<file path="config.mk">
export PLATFORM = sky130hd
export DESIGN_NAME = ofifo_collect_flat
export DESIGN_NICKNAME = d
export VERILOG_FILES = /design/src/rtl/ofifo_collect_if.sv /design/src/rtl/ofifo_collect.sv /design/src/flat_wrapper.sv
export SDC_FILE = /design/constraint.sdc
export NUM_CORES = 1
export LEC_CHECK = 0
export BUFFER_PORTS_ARGS = -buffer_cell sky130_fd_sc_hd__buf_2
export CAP_MARGIN = 5
export CORE_MARGIN = 10
export CORE_UTILIZATION = 65
export CTS_CLUSTER_DIAMETER = 40
export DETAILED_ROUTE_END_ITERATION = 7
export PLACE_DENSITY = 0.91
export SLEW_MARGIN = 30
export SYNTH_ARGS = -nofsm -noshare
export SYNTH_HDL_FRONTEND = slang
export SYNTH_SLANG_ARGS = --single-unit
</file>
<file path="constraint.sdc">
create_clock -name clk -period 5.5 [get_ports clk]
set_input_delay 1.1 -clock clk [delete_from_list [all_inputs] [get_ports clk]]
set_output_delay 1.1 -clock clk [all_outputs]
set_load 0.05 [all_outputs]
</file>
<file path="src/rtl/ofifo_collect_if.sv">
// rtl/ofifo_collect_if.sv - row/column handshake bundle for the output collector
// Purpose: groups the column write bus, the row read request and the row
//          output/status signals of ofifo_collect.
// Signals:
//   in       column psums, column c at [psum_bw*(c+1)-1:psum_bw*c]
//   wr       per-column write strobes
//   rd       row read request
//   o_full   any column FIFO full
//   o_ready  all columns can take a word
//   o_valid  every column non-empty, a row can be read
//   out      registered row data
//   out_vld  out holds the row popped on the previous cycle
//   overflow sticky dropped-write flag
// Modports: master drives in/wr/rd; slave (the collector) drives the rest.
interface ofifo_collect_if #(
    parameter int col     = 4,
    parameter int psum_bw = 16
);
    logic [psum_bw*col-1:0] in;
    logic [col-1:0]         wr;
    logic                   rd;
    logic                   o_full;
    logic                   o_ready;
    logic                   o_valid;
    logic [psum_bw*col-1:0] out;
    logic                   out_vld;
    logic                   overflow;

    modport master (
        output in, wr, rd,
        input  o_full, o_ready, o_valid, out, out_vld, overflow
    );

    modport slave (
        input  in, wr, rd,
        output o_full, o_ready, o_valid, out, out_vld, overflow
    );
endinterface

</file>
<file path="src/rtl/ofifo_collect.sv">
// rtl/ofifo_collect.sv - per-column psum FIFOs released as aligned rows
// Purpose: each MAC column pushes psums into its own circular FIFO on its
//          own (skewed) strobe; a row read pops the head of every column
//          together and registers it onto out with a one-cycle valid pulse.
// Ports:
//   clk    rising-edge clock
//   reset  asynchronous active-low reset
//   bus    ofifo_collect_if.slave (in/wr/rd in; flags, out, out_vld, overflow out)
module ofifo_collect #(
    parameter int col     = 4,
    parameter int psum_bw = 16,
    parameter int depth   = 8
) (
    input  logic           clk,
    input  logic           reset,
    ofifo_collect_if.slave bus
);
    localparam int AW = $clog2(depth);
    localparam int PW = AW + 1;
    localparam logic [PW-1:0] PONE = PW'(1);

    logic [col-1:0]         empty_c;
    logic [col-1:0]         full_c;
    logic [col-1:0]         wr_fire;
    logic [psum_bw*col-1:0] heads;
    logic                   o_valid;
    logic                   rd_fire;

    logic [psum_bw*col-1:0] out_q, out_d;
    logic                   out_vld_q, out_vld_d;
    logic                   overflow_q, overflow_d;

    // Flags come only from registered pointers so a write never becomes
    // readable in the same cycle it arrives.
    assign o_valid = &(~empty_c);
    assign rd_fire = bus.rd & o_valid;

    for (genvar c = 0; c < col; c++) begin : g_col
        logic [psum_bw-1:0] mem_q [depth];
        logic [PW-1:0]      wptr_q, wptr_d;
        logic [PW-1:0]      rptr_q, rptr_d;

        assign empty_c[c] = (wptr_q == rptr_q);
        assign full_c[c]  = (wptr_q[AW-1:0] == rptr_q[AW-1:0]) &&
                            (wptr_q[AW] != rptr_q[AW]);
        // A full column still accepts a write when the row pop frees its head
        // slot in the same cycle; the pop reads the old head before the write.
        assign wr_fire[c] = bus.wr[c] & (~full_c[c] | rd_fire);
        assign heads[c*psum_bw +: psum_bw] = mem_q[rptr_q[AW-1:0]];

        always_comb begin
            wptr_d = wptr_q;
            rptr_d = rptr_q;
            if (wr_fire[c]) wptr_d = wptr_q + PONE;
            if (rd_fire)    rptr_d = rptr_q + PONE;
        end

        always_ff @(posedge clk or negedge reset) begin
            if (!reset) begin
                wptr_q <= '0;
                rptr_q <= '0;
            end else begin
                wptr_q <= wptr_d;
                rptr_q <= rptr_d;
            end
        end

        always_ff @(posedge clk) begin
            if (wr_fire[c]) mem_q[wptr_q[AW-1:0]] <= bus.in[c*psum_bw +: psum_bw];
        end
    end

    always_comb begin
        out_d      = out_q;
        out_vld_d  = rd_fire;
        overflow_d = overflow_q;
        if (rd_fire) out_d = heads;
        if (|(bus.wr & full_c & ~{col{rd_fire}})) overflow_d = 1'b1;
    end

    always_ff @(posedge clk or negedge reset) begin
        if (!reset) begin
            out_q      <= '0;
            out_vld_q  <= 1'b0;
            overflow_q <= 1'b0;
        end else begin
            out_q      <= out_d;
            out_vld_q  <= out_vld_d;
            overflow_q <= overflow_d;
        end
    end

    assign bus.o_full   = |full_c;
    assign bus.o_ready  = ~(|full_c);
    assign bus.o_valid  = o_valid;
    assign bus.out      = out_q;
    assign bus.out_vld  = out_vld_q;
    assign bus.overflow = overflow_q;
endmodule

</file>
<file path="src/flat_wrapper.sv">
// flat-port wrapper written by rule: the top's interface ports become plain ports
module ofifo_collect_flat 
#(
    parameter int col     = 4,
    parameter int psum_bw = 16,
    parameter int depth   = 8
)
  (clk, reset, bus_in, bus_wr, bus_rd, bus_o_full, bus_o_ready, bus_o_valid, bus_out, bus_out_vld, bus_overflow);
  ofifo_collect_if #(.col(col), .psum_bw(psum_bw)) bus_i ();
  input  logic clk;
  input  logic reset;
  input wire logic [$bits(bus_i.in)-1:0] bus_in;
  input wire logic [$bits(bus_i.wr)-1:0] bus_wr;
  input wire logic [$bits(bus_i.rd)-1:0] bus_rd;
  output wire logic [$bits(bus_i.o_full)-1:0] bus_o_full;
  output wire logic [$bits(bus_i.o_ready)-1:0] bus_o_ready;
  output wire logic [$bits(bus_i.o_valid)-1:0] bus_o_valid;
  output wire logic [$bits(bus_i.out)-1:0] bus_out;
  output wire logic [$bits(bus_i.out_vld)-1:0] bus_out_vld;
  output wire logic [$bits(bus_i.overflow)-1:0] bus_overflow;
  assign bus_i.in = bus_in;
  assign bus_i.wr = bus_wr;
  assign bus_i.rd = bus_rd;
  assign bus_o_full = bus_i.o_full;
  assign bus_o_ready = bus_i.o_ready;
  assign bus_o_valid = bus_i.o_valid;
  assign bus_out = bus_i.out;
  assign bus_out_vld = bus_i.out_vld;
  assign bus_overflow = bus_i.overflow;
  ofifo_collect #(.col(col), .psum_bw(psum_bw), .depth(depth)) u_core (.clk(clk), .reset(reset), .bus(bus_i));
endmodule
</file>
# Yosys cells after proc, flatten, opt, wreduce, memory -nomap -nowiden
# Memories as Yosys holds them, arrays and structs flattened. A register that Yosys moved wholly into a read port is not among the register bits.
# Index checks and enable logic that the tools add are counted.
# W data, S select, Z words.
# word_totals
ff_bits	34
latchBits	0
ram_bits	512
rom_bits	0
out_inout_bits	69
wordCells	71
n_memories	4
# mem_list
name	depth	width	read_ports	rd_ports_with_merged_regs	write_ports	line	source
u_core.g_col[0].mem_q	8	16	1	1	1	ofifo_collect.sv:39	logic [psum_bw-1:0] mem_q [depth];
u_core.g_col[1].mem_q	8	16	1	1	1	ofifo_collect.sv:39	
u_core.g_col[2].mem_q	8	16	1	1	1	ofifo_collect.sv:39	
u_core.g_col[3].mem_q	8	16	1	1	1	ofifo_collect.sv:39	
# classes
n_addsub	8
n_mul	0
n_div	0
magnitude_cmp	0
eq_ne	12
shifts	0
mux	8
bitwise_logic	18
n_reduce_logical	11
# op_table
operator	n
$add A4 B1 Y4 const B	8
$eq A4 B4 Y1	4
$eq A3 B3 Y1	4
$and A4 B4 Y4	2
$mux W1	8
$not A4 Y4	2
$reduce_or A4 Y1	2
$and A1 B1 Y1	5
$not A1 Y1	5
$logic_and A1 B1 Y1	4
$logic_not A1 Y1	4
$ne A1 B1 Y1	4
$or A1 B1 Y1	4
$reduce_and A4 Y1	1

# Longest topological paths before layout
# Gate-level depths: netlist (run 1).
# logic_depth
ltp_word	8
depth_mapped	8

# Worst setup path after synthesis (run 1)
# Ideal clock, no wire load.
# synth_timing
path_type	input port to flip-flop
start	in bus_wr[0]
end	mem u_core.g_col[0].mem_q[4][0], enable pin
t_arrival_ps	3362
setup_slack_ps	1702
path_stages	4
cell_sequence	nand2_1 > o41a_1 > buf_4 > nor4b_1
# synth_between
elab_chain_cells	3
# synth_rtl
element	line	source
start, declared	flat_wrapper.sv:13	input wire logic [$bits(bus_i.wr)-1:0] bus_wr;
$and A1 B1 Y1	ofifo_collect.sv:48	assign wr_fire[c] = bus.wr[c] & (~full_c[c] | rd_fire);
$mux W1	ofifo_collect.sv:69	if (wr_fire[c]) mem_q[wptr_q[AW-1:0]] <= bus.in[c*psum_bw +: psum_bw];
$mux W1 (not written as such)	ofifo_collect.sv:69	
end, declared	ofifo_collect.sv:39	
# No other way between the ends.

# Worst setup path after layout (run 1)
# layout_timing
start	reg u_core.g_col[2].rptr_q[0]
end	out bus_o_ready
# layout_between
elab_chain_cells	4
# layout_rtl
element	line	source
start, declared	ofifo_collect.sv:41	logic [PW-1:0] rptr_q, rptr_d;
start signal, assigned	ofifo_collect.sv:64	rptr_q <= rptr_d;
$eq A3 B3 Y1	ofifo_collect.sv:44	assign full_c[c] = (wptr_q[AW-1:0] == rptr_q[AW-1:0]) &&
$logic_and A1 B1 Y1	ofifo_collect.sv:44	
$reduce_or A4 Y1	ofifo_collect.sv:94	assign bus.o_ready = ~(|full_c);
$not A1 Y1	ofifo_collect.sv:94	
end, declared	flat_wrapper.sv:16	output wire logic [$bits(bus_i.o_ready)-1:0] bus_o_ready;
# No other way between the ends.

==> results of run 1 <==
placed cells by master, fill, tap and decap left out, drive strengths merged, types with 20 or more instances in the layout:
cell type	instances
buf	185
edfxtp	512
clkbuf	83
a21oi	64
dfrtp	98
clkinv	21
mux2i	64
nand2	20
nor2	74
mux4	128
xor2	23
worst reg2reg max path: stages, from the launching register on:
cell	delay (ns)
sky130_fd_sc_hd__dfrtp_2	0.34
sky130_fd_sc_hd__buf_4	0.55
sky130_fd_sc_hd__xor2_1	0.38
sky130_fd_sc_hd__nor4b_4	0.14
sky130_fd_sc_hd__o41a_1	0.50
sky130_fd_sc_hd__nand2b_1	0.26
sky130_fd_sc_hd__nor2_1	0.58
sky130_fd_sc_hd__buf_4	0.32
worst paths after layout:
kind,slack (ns),cells after the start,from,endpoint
max in group asynchronous,3.98,2,reset,u_core.g_col[3].rptr_q[0]$_DFFE_PN0N_
setup reg to reg,2.14,7,u_core.g_col[2].rptr_q[0]$_DFFE_PN0N_,u_core.g_col[3].mem_q[2][14]$_DFFE_PP_
setup / recovery,1.38,6,u_core.g_col[2].rptr_q[0]$_DFFE_PN0N_,bus_o_ready
hold reg to reg,0.50,1,u_core.bus.overflow$_DFFE_PN0P_,u_core.bus.overflow$_DFFE_PN0P_
min in group asynchronous,0.52,1,reset,u_core.bus.out[6]$_DFFE_PN0N_
hold / removal,0.50,1,u_core.bus.overflow$_DFFE_PN0P_,u_core.bus.overflow$_DFFE_PN0P_
cell families after synthesis:
| group | count (synthesis) | share of synthesized area |
|---|---|---|
| buffers and inverters | 73 | 0.01625 |
| DFF | 610 | 0.7568 |
| and+or+nand+nor | 144 | 0.03118 |
| AOI/OAI and AO/OA | 80 | 0.02013 |
| adders and majority gates | 8 | 0.004249 |
| xor gates and xnor gates | 42 | 0.01848 |
| muxes | 199 | 0.1529 |
sequential cells by signal, summed over array words and instances, names as in the netlist:
name                 flops
u_core.bus.out          64
u_core.g_col.wptr_q     16
u_core.bus.overflow      1
u_core.bus.out_vld       1
u_core.g_col.rptr_q     16
u_core.g_col.mem_q     512
routing by layer:
layer | vias to the layer above | track usage
met5 | - | 0
met4 | 8 | 0.06044
met3 | 73 | 0.04451
met2 | 339 | 0.3537
met1 | 5883 | 0.2796
li1 | 4998 | -
where the power goes:
part           internal, uW  leakage (uW)  switching, uW
Sequential             6220       0.00576            493
Clock                  2300      0.000973           1690
Combinational          2160       0.00261           3750
through the flow:
stage | worst slack [ns] | util | instances | cell area, sq um | power [uW]
after detailed placement | 1.996 | 0.6993 | 1734 | 24940 | 12740
after global routing | 1.202 | 0.7551 | 1849 | 26920 | 17430
after CTS | 1.351 | 0.7545 | 1846 | 26900 | 16770
final | 1.377 | 0.7551 | 1849 | 26920 | 16620
after global placement | 1.982 | 0.6993 | 1734 | 24940 | 12480
after floorplan | 1.702 | - | 1156 | 23560 | 11230
layout make-up:
cell class,count,area [sq um],area share
Timing Repair Buffer,185,1051,0.03904
Antenna cell,2,5.005,0.0001859
Tap cell,461,576.8,0.02142
Multi-Input combinational cell,473,5468,0.2031
Inverter,6,22.52,0.0008365
Clock buffer,83,1729,0.06423
Sequential cell,610,17830,0.6623
Clock inverter,29,239.0,0.008876
==> results.txt, run 1 <==
- Crit-path slowest cell: sky130_fd_sc_hd__or4_1
* DR vias/cell: 6.112
- Top Layer Used: met5
- The final max-slew violation count came to 0.
- Count leader, synth: sky130_fd_sc_hd__edfxtp_1
- Kind of start point of the critical path: flip-flop
* Number of max-cap violations: 0
- Layout cell share with drive strength beyond 1: 0.3333
- Counting flops with an async set or reset pin after synthesis yields a share of 0.1607.
- Total power divided by cell area: 617.3 nW/um^2
- The total area inside the core boundary comes to 35660 sq um.
- After synthesis, the most frequently instantiated cells are sky130_fd_sc_hd__edfxtp_1, sky130_fd_sc_hd__mux4_2, sky130_fd_sc_hd__dfrtp_1, sky130_fd_sc_hd__nor2_1.
- The routed layout has 11300 vias.
- Class of the tightest hold or removal check: reg2reg
* Die Y-Extent: 210.4 um
- Max transition margin: 0.4091
- Detail Route met2 WL: ~24000 um
- The flow ran to the end, and the final reports show no timing, DRC or antenna violations.
* Via count of the first global-routing pass: between 10000 and 15000
* Post-synthesis cell area: 23560 sq um
- Post-route clock skew: 0.01235 ns
- Crit Path Class: reg2out
- By area the synthesized netlist is led by sky130_fd_sc_hd__edfxtp_1, sky130_fd_sc_hd__mux4_2, sky130_fd_sc_hd__dfrtp_1.
- Number of nets still failing antenna checks after routing: 0
* Unrepaired setup endpoints after global routing: false
- Post-CTS repair changed the size of 0 cells.
- Syn nets: around 1200
- Root buf cell: sky130_fd_sc_hd__clkbuf_16
- Static Leakage: slightly above 0.009 uW
* DRT iter0 DRCs: a little under 900
* Routed length on met3: 2790 um
- Post-CTS Setup Inserts: 0
* Final routed wire length divided by cell count: 24.94 um
* Number of buffers inserted by port buffering: 139
- The congestion estimate from routability-driven global placement came to 0.7460.
* Achievable clock frequency: around 0.24 GHz
- At the pin with the least slew margin, the transition time is 0.8835 ns.
- Effective utilization at floorplan: 0.6607
- Of all cell types, the one taking the most synthesized area is sky130_fd_sc_hd__edfxtp_1.
- Die area: about 44000 sq um
* First drt pass iteration count: 5
* Final Hold Violating Endpoints: 0
* Worst VDD drop: 568.5 uV
- For this design, the CTS-stage hold fixing added 0 buffers.
- Counting every instance in the synthesized netlist gives about 1200.
- Setup violations remaining at the end of the flow were counted as 0.
- After detailed routing, the total wire length is 46120 um.
- CTS Buffer Depth: 3
- Clock-pin slew was measured on the worst setup and hold paths at 0.06 ns.
- Walking the worst path, the cells encountered are buf_4 -> xor2_1 -> nor4_1 -> or4_1 -> inv_1 -> buf_2.
* Synthesized area divided by synthesized cell count: 20.38 sq um
- Fill cells in the final layout number 1962.
- 140 I/O pins were placed.
* Yosys cell types: 42
* Number of flip-flops and latches in the synthesized netlist: 610
* Synth warn: 0
- Accumulated negative setup slack: 0 ns
- GRT Resource Usage Total: 0.2117
- For this run, the post-layout net count is roughly 1400.
- Insertion delay of the later-clocked pin in the worst-skew pair: 0.60 ns
- Counting flops with a built-in enable in the synthesized netlist gives between 500 and 600.
* Clock period minus worst slack: 4.123 ns
- The share of the Yosys chip area taken by registers is 0.7568.
- Die width: between 200 and 250 um
* Post-synthesis to final-layout area growth: 14.29%
- Entering global routing, the biggest net connects 74 pins.
- TritonCTS built the clock tree.
* Wire length of the first global-routing pass: around 72000 um
* Type of destination of the critical path: primary output
- The largest single stage delay on the critical path is 0.67 ns.
* Data arrival, critical path: around 3.0 ns
- Final cycle utilization of the critical path: 0.7496
* Worst Path Max Fanout: 36
- The share of synthesized area in the top cell type comes to 0.6527.
- Initial antenna violation count: 7
* Worst hold slack: about 0.5 ns
- Grouping stages by cell kind, the critical path spends the most delay in buffers and inverters.
* Number of buffers added by the clock tree synthesis step: 60
* Sum of overflow across all layers after global routing: 0
- Placement row count: between 60 and 70
- The detailed router put a total of 18530 um of wire on met1.
- Sinks on Clock Net: between 600 and 700
* Primary FF master, synth: sky130_fd_sc_hd__edfxtp_1
- Number of levels in the clock H-tree: 2
* Crit path buf inv count: 3
- After detailed routing, the number of remaining DRC violations is 0.
- Required time at the endpoint of the critical path: 4.40 ns
- Detailed placement ended at an HPWL of 26980 um.
Note: power is estimated with default switching activity, not from simulation.
==> run 2, diff against run 1 <==
CORE_UTILIZATION = 60   (was 65)
PLACE_DENSITY = 0.86   (was 0.91)
clock period = 4 ns   (was 5.5 ns; I/O delays follow)
==> run 2 against run 1 <==
  * Combinational power grew 38%
  * Final area grew 1.8%
  * Global-route usage shrank 0.65 points
  * Wire length grew 3.2%
  * Count of clock-buffer cells in the layout grew 13
  * Worst hold slack lost 0.26 ns
  * Power grew 43%
  * Flip-flop and latch count is the same
  * Utilization shrank 4.8 points
  * Clock power grew 57%
  * Critical path depth shrank 1
  * Critical path type unchanged
  * Critical endpoint unchanged
  * Largest cell class unchanged
==> results.txt, run 2 (synthesis results as in run 1) <==
* Placement row count: 72 (was 69)
- Insertion delay of the later-clocked pin in the worst-skew pair: 0.59 ns (was 0.60 ns)
* Total area of sequential cells: 17830 sq um (unchanged)
- The number of primary I/O pins was 140 (unchanged).
- Accumulated negative setup slack: 0 ns (unchanged)
- Of the available clock period, the critical path in the final layout requires 0.8634.
- Sinks on Clock Net: 610 (unchanged)
* Final nets: 1429 (was 1415)
- Required time at the endpoint of the critical path: 3.20 ns (was 4.40 ns)
- Data arrival, critical path: 2.65 ns (was 3.02 ns)
* Layout cell share with drive strength beyond 1: 0.3397 (was 0.3333)
- The area taken by multi-input logic gates was 5498 sq um (was 5468 sq um).
- The number of DRC violations after detailed-routing iteration 0 came to 871 (was 868).
* Crit Path Class: reg2out (unchanged)
- Wire length of the first global-routing pass: 73980 um (was 72020 um)
- The die height came to 218.1 um (was 210.4 um).
- The relative max-transition margin was 0.4777 (was 0.4091).
- The area inside the core boundary came to 38740 sq um (was 35660 sq um).
* Largest register FFs: 512 (unchanged)
- Achievable clock frequency: 0.2896 GHz
* Largest net degree at the start of global routing: 76 (was 74)
* Post-CTS sizing: 0 (unchanged)
- The final worst setup slack was 0.5465 ns (was 1.377 ns).
- The clock tree root buffer cell is sky130_fd_sc_hd__clkbuf_16 (unchanged).
- Most common cell after layout, fill and taps aside: sky130_fd_sc_hd__edfxtp_1 (unchanged)
- Worst Path Max Fanout: 9 (was 36)
- Worst setup path startpoint: u_core.g_col[2].wptr_q[2]$_DFFE_PN0P_ (was u_core.g_col[2].rptr_q[0]$_DFFE_PN0N_)
* Die area: 47590 sq um (was 44260 sq um)
- The number of buffers on the longest clock path came to 3 (unchanged).
- The pin slew with the least headroom to its limit came to 0.7835 ns (was 0.8835 ns).
- The number of max-cap violations is 0 (unchanged).
* Type of destination of the critical path: primary output (unchanged)
- Number of buffers added by the clock tree synthesis step: 71 (was 60)
- Detailed-placement wirelength estimate: 27740 um (was 26980 um)
- TritonCTS clock tree: yes (unchanged)
* Remaining DRCs: 0 (unchanged)
- The number of hold buffers added after cts is 0 (unchanged).
- Unrepaired setup endpoints after global routing: false (unchanged).
- The clock edge transition at the registers on the reported setup and hold paths came to 0.05 ns (was 0.06 ns).
- The remaining antenna violation count after routing came to 0 (unchanged).
* Total power divided by cell area: 866.6 nW/um^2 (was 617.3 nW/um^2)
- The setup fix buffers added after clock tree synthesis came to 0 (unchanged).
- The final number of hold-violating endpoints was 0 (unchanged).
- Initial antenna violation count: 9 (was 7)
* Result of the run: finished clean (unchanged)
* Number of endpoints failing setup at the final stage: 0 (unchanged)
- Top library cells by usage in the layout, fill and taps aside: sky130_fd_sc_hd__edfxtp_1, sky130_fd_sc_hd__buf_2, sky130_fd_sc_hd__mux4_2, sky130_fd_sc_hd__dfrtp_1, sky130_fd_sc_hd__nor2_1 (unchanged)
- The via count was 11610 (was 11300).
- Final routed wire length divided by cell count: 24.70 um (was 24.94 um)
- The length of the first detailed-routing pass in iterations is 5 (unchanged).
- The leakage power total came to 0.009514 uW (was 0.009342 uW).
- Number of levels in the clock H-tree: 3 (was 2)
- The width of the die is 218.1 um (was 210.4 um).
- Post-route clock skew: 0.01388 ns (was 0.01235 ns)
- The minimum setup slack among reg-to-reg paths came to 0.84 ns (was 2.14 ns).
- Post-synthesis to final-layout area growth: 16.30% (was 14.29%)
- Via count of the first global-routing pass: 12280 (was 12170)
- Kind of start point of the critical path: flip-flop (unchanged)
* Reg-to-reg startpoint: u_core.g_col[0].wptr_q[2]$_DFFE_PN0P_ (was u_core.g_col[2].rptr_q[0]$_DFFE_PN0N_)
* Class of the tightest hold or removal check: in2async (was reg2reg)
- Clock period minus worst slack: about 3.5 ns
- Layout filler cell count: 2317 (was 1962)
* Drt total wl: 47580 um (was 46120 um)
* Count of final max-slew check failures: 0 (unchanged)
- The placer congestion estimate was 0.7984 (was 0.7460).
- The post-detailed-route via-to-cell ratio came to 6.029 (was 6.112).
- The starting utilization of the core area is 0.6081 (was 0.6607).
- The global-route usage over all layers was 0.2052 (was 0.2117).
* Number of buffers inserted by port buffering: 139 (unchanged)
- The post-placement setup slack came to 0.8872 ns (was 1.996 ns).
- Sum of overflow across all layers after global routing: 0 (unchanged)
- The worst ir drop on vdd is 914.2 uV (was 568.5 uV).
[run 2: changes by cell type in the layout (fill, tap and decap cells not counted), sizes merged]
cell	before	now
diode	2	1
clkinvlp	3	5
inv	9	20
clkbuf	83	96
clkinv	21	11
bufinv	2	4
buf	185	188
[run 2: path summary, 6_finish.rpt]
| check | end | cells past startpoint |
|---|---|---|
| worst max-delay path | bus_o_ready | 5 |
| worst min-delay path | u_core.bus.out[11]$_DFFE_PN0N_ | 1 |
| worst max register to register | u_core.g_col[3].mem_q[1][12]$_DFFE_PP_ | 6 |
| worst min register to register | u_core.bus.overflow$_DFFE_PN0P_ | 1 |
| max in group asynchronous | u_core.g_col[0].rptr_q[0]$_DFFE_PN0N_ | 2 |
| min in group clk | u_core.g_col[2].mem_q[6][14]$_DFFE_PP_ | 1 |
[run 2: per-layer routing]
metal | track usage | vias to the layer above | wire [um]
li1 | - | 5040 | -
met1 | 0.2710 | 6084 | 19040
met2 | 0.3359 | 384 | 24280
met3 | 0.04710 | 91 | 3245
met4 | 0.06549 | 12 | 941
met5 | 0 | - | 72
[run 2: area by class of cell]
| class | instances | area share |
|---|---|---|
| clock inverters | 34 | 0.01279 |
| well taps | 518 | 0.02366 |
| diodes | 1 | 0.00009135 |
| repair buffers | 188 | 0.03946 |
| inverters | 6 | 0.0008221 |
| flip-flops and latches | 610 | 0.6509 |
| clock buffers | 96 | 0.07157 |
| multi-input cells | 473 | 0.2007 |
[run 2: per-stage QoR]
stage	hold WS (ns)	util	instances	total power [uW]	instance area, sq um
after floorplan	0.4617	-	1156	15440	23560
after CTS	0.2311	0.7064	1923	23990	27360
final	0.2330	0.7072	1926	23740	27400
after global placement	0.4569	0.6463	1793	17230	25030
after global routing	0.2658	0.7072	1926	24910	27400
after detailed placement	0.4606	0.6467	1793	17600	25050
[run 2: power breakdown]
group	leakage [uW]	switching (uW)	internal (uW)
logic	0.00264	5200	3000
registers	0.00576	706	8560
clock network	0.00112	2530	3750
[run 2: worst max-delay path, cell delays in order (launching register included)]
cell and delay [ns]:
sky130_fd_sc_hd__dfrtp_1 0.51, sky130_fd_sc_hd__xor2_1 0.37, sky130_fd_sc_hd__nor4_1 0.14, sky130_fd_sc_hd__or4_1 0.69, sky130_fd_sc_hd__inv_1 0.09, sky130_fd_sc_hd__buf_2 0.26
==> run 3, diff against run 2 <==
CORE_MARGIN = 3   (was 10)
==> run 3 against run 2 <==
  * Worst hold slack worse by 0.0073 ns
  * Non-clock buffer count down 1
  * Combinational power down 0.9%
  * Setup slack better by 0.044 ns
  * Power down 2.0%
  * Critical path depth unchanged
  * Via count down 1.1%
  * Critical path type unchanged
==> results.txt, run 3 (synthesis results as in run 1) <==
- Post-layout instance count excluding filler cells: 1910 (was 1926)
* Post-CTS Setup Inserts: 0 (unchanged)
- The total of endpoints with negative setup slack in the final report came to 0 (unchanged).
- Worst setup path startpoint: u_core.g_col[2].wptr_q[2]$_DFFE_PN0P_ (unchanged)
* Count of final max-slew check failures: 0 (unchanged)
- The post-cts gate resize count came to 0 (unchanged).
- The proportion of power drawn by flip-flops and latches came to 0.397 (was 0.390).
* Final cycle utilization of the critical path: 0.8525 (was 0.8634)
* Capture point of the critical path: bus_o_ready (unchanged)
- CTS Buffer Depth: 3 (unchanged)
- The number of hold buffers added after cts is 0 (unchanged).
- Die width: 204.1 um (was 218.1 um)
- Share of power burned in the clock network: 0.255 (was 0.265)
- The leakage power total came to 0.009432 uW (was 0.009514 uW).
- Unrepaired setup endpoints after global routing: false (unchanged).
- Post-synthesis to final-layout area growth: 15.49% (was 16.30%)
* Layout filler cell count: 2292 (was 2317)
- Result of the run: finished clean (unchanged)
- Worst-path clk slew: 0.06 ns (was 0.05 ns)
- The number of buffers inserted during clock tree synthesis is 67 (was 71).
* Placement row count: 71 (was 72)
* Cell-by-cell listing of the critical path: xor2_1 -> nor4_1 -> or4_1 -> inv_1 -> buf_2 (unchanged)
- The kind of start point of the critical path was a flip-flop (unchanged).
* DR vias/cell: 6.010 (was 6.029)
* Crit-path slowest cell: sky130_fd_sc_hd__or4_1 (unchanged)
- Final routed wire length divided by cell count: 23.19 um (was 24.70 um)
- Insertion delay of the later-clocked pin in the worst-skew pair: 0.58 ns (was 0.59 ns)
- The total congestion overflow after global routing came to 0 (unchanged).
- The launch point of the worst reg-to-reg path is u_core.g_col[0].wptr_q[2]$_DFFE_PN0P_ (unchanged).
- The flip-flop count of the largest register after layout was 512 (unchanged).
* Clock period minus worst slack: 3.410 ns (was 3.453 ns)
- Transition at the pin with the smallest max-transition slack: 0.8998 ns (was 0.7835 ns)
- Post-route clock skew: 0.02589 ns (was 0.01388 ns)
* Worst VDD drop: 910.8 uV (was 914.2 uV)
- The DRC violation count after routing is 0 (unchanged).
- The remaining antenna violation count after routing is 0 (unchanged).
- The maximum level of the CTS H-tree was 3 (unchanged).
* Sinks on Clock Net: 610 (unchanged)
- Most common cell after layout, fill and taps aside: sky130_fd_sc_hd__edfxtp_1 (unchanged)
- The number of primary I/O pins was 140 (unchanged).
- Required time at the endpoint of the critical path: 3.20 ns (about the same)
* Reg2Reg Setup Slack: 1.07 ns (was 0.84 ns)
* Initial antenna violation count: 5 (was 9)
- The total of buffers placed on input and output ports is 139 (unchanged).
* Total power divided by cell area: 855.4 nW/um^2 (was 866.6 nW/um^2)
* Detailed-placement wirelength estimate: 25700 um (was 27740 um)
* Drt total wl: 44290 um (was 47580 um)
- The die area was 41670 sq um (was 47590 sq um).
- The clock tree root buffer cell is sky130_fd_sc_hd__clkbuf_16 (unchanged).
* Final nets: 1424 (was 1429)
- Class of the tightest hold or removal check: in2async (unchanged)
- The largest incremental delay on the critical path is 0.67 ns (was 0.69 ns).
- The number of max-cap violations was 0 (unchanged).
- DRT iter0 DRCs: 769 (was 871)
- Via count: 11480 (was 11610)
- Worst Path Max Fanout: 9 (unchanged)
* Wire length of the first global-routing pass: 70130 um (was 73980 um)
- The pin count of the biggest net entering global routing was 101 (was 76).
* Via count of the first global-routing pass: 12090 (was 12280)
- The capturing element type of the critical path was a primary output (unchanged).
* FF-to-FF path depth: 4 (was 6)
- Part of the power in combinational logic: 0.349 (was 0.345)
* Die Y-Extent: 204.1 um (was 218.1 um)
* Core ar.: 38200 sq um (was 38740 sq um)
- R2R Path End: u_core.g_col[1].mem_q[7][8]$_DFFE_PP_ (was u_core.g_col[3].mem_q[1][12]$_DFFE_PP_)
- The fraction of final layout cells with drive strength greater than 1 was 0.3348 (was 0.3397).
- The switching share of power came to 0.3522 (was 0.3552).
- Max transition margin: 0.3979 (was 0.4777)
- Crit Path Class: reg2out (unchanged)
- The length of the first detailed-routing pass in iterations was 5 (unchanged).
- Effective utilization at floorplan: 0.6167 (was 0.6081)
- The design internal power is 15080 uW (was 15310 uW).
* Accumulated negative setup slack: 0 ns (unchanged)
* Placed Cells: 1787 (was 1793)
* Top library cells by usage in the layout, fill and taps aside: sky130_fd_sc_hd__edfxtp_1, sky130_fd_sc_hd__buf_2, sky130_fd_sc_hd__mux4_2, sky130_fd_sc_hd__dfrtp_1, sky130_fd_sc_hd__nor2_1 (unchanged)
* Switching power of the nets: 8195 uW (was 8433 uW)
- The hold slack was 0.2257 ns (was 0.2330 ns).
* Achievable clock frequency: 0.2933 GHz (was 0.2896 GHz)
* Data arrival, critical path: 2.61 ns (was 2.65 ns)
- The placer congestion estimate came to 0.7944 (was 0.7984).
- The CTS tree is yes (unchanged).
* GRT Resource Usage Total: 0.2220 (was 0.2052)
- The final number of hold-violating endpoints came to 0 (unchanged).
==> run 3: area by class of cell <==
cell class / count / area [sq um] / area share
flip-flops and latches: 610 / 17830 / 0.6554
repair buffers: 187 / 1075 / 0.03951
clock buffers: 86 / 1831 / 0.06728
inverters: 6 / 22.52 / 0.0008278
clock inverters: 33 / 320.3 / 0.01177
diodes: 4 / 10.01 / 0.0003679
well taps: 511 / 639.4 / 0.02350
multi-input cells: 473 / 5477 / 0.2013
==> run 3: worst min-delay path by stage <==
stage | end | from
2_1_floorplan | u_core.g_col[2].wptr_q[3]$_DFFE_PN0P_ | u_core.g_col[2].wptr_q[3]$_DFFE_PN0P_
3_3_place_gp | u_core.bus.overflow$_DFFE_PN0P_ | u_core.bus.overflow$_DFFE_PN0P_
3_5_place_dp | u_core.bus.overflow$_DFFE_PN0P_ | u_core.bus.overflow$_DFFE_PN0P_
4_1_cts | u_core.bus.out[6]$_DFFE_PN0N_ | reset
5_1_grt | u_core.bus.out[8]$_DFFE_PN0N_ | reset
6_report | u_core.bus.out[6]$_DFFE_PN0N_ | reset
==> run 3: worst max-delay path: cells and delay by family, from the launching register on <==
family                    cells  cell delay, ns
DFF                           1            0.54
xor gates and xnor gates      1            0.39
buffers and inverters         2            0.35
and+or+nand+nor               2            0.78
==> run 3: power groups by stage <==
stage	combinational, uW	sequential [uW]	clock, uW
floorplan	5220	10200	0
global placement	8010	9220	0
detailed placement	8180	9340	0
CTS	8250	9240	6040
global route	8790	9370	6300
finish	8120	9230	5920
==> run 3: metal layers <==
metal  global-route usage  up-vias  share of wire
li1                     -     5033              -
met1               0.3146     5986           0.41
met2               0.3562      377           0.50
met3              0.04714       79          0.063
met4              0.06808        4          0.021
met5                    0        -        0.00077
==> run 3: stage by stage <==
step           worst slack [ns]  area [sq um]    util  power, uW
2_1_floorplan            0.3402         23560       -      15440
3_3_place_gp              1.109         25040  0.6555      17230
3_5_place_dp              1.018         25040  0.6555      17520
4_1_cts                  0.5865         27190  0.7118      23520
5_1_grt                  0.4746         27200  0.7120      24470
6_report                 0.5901         27210  0.7122      23270
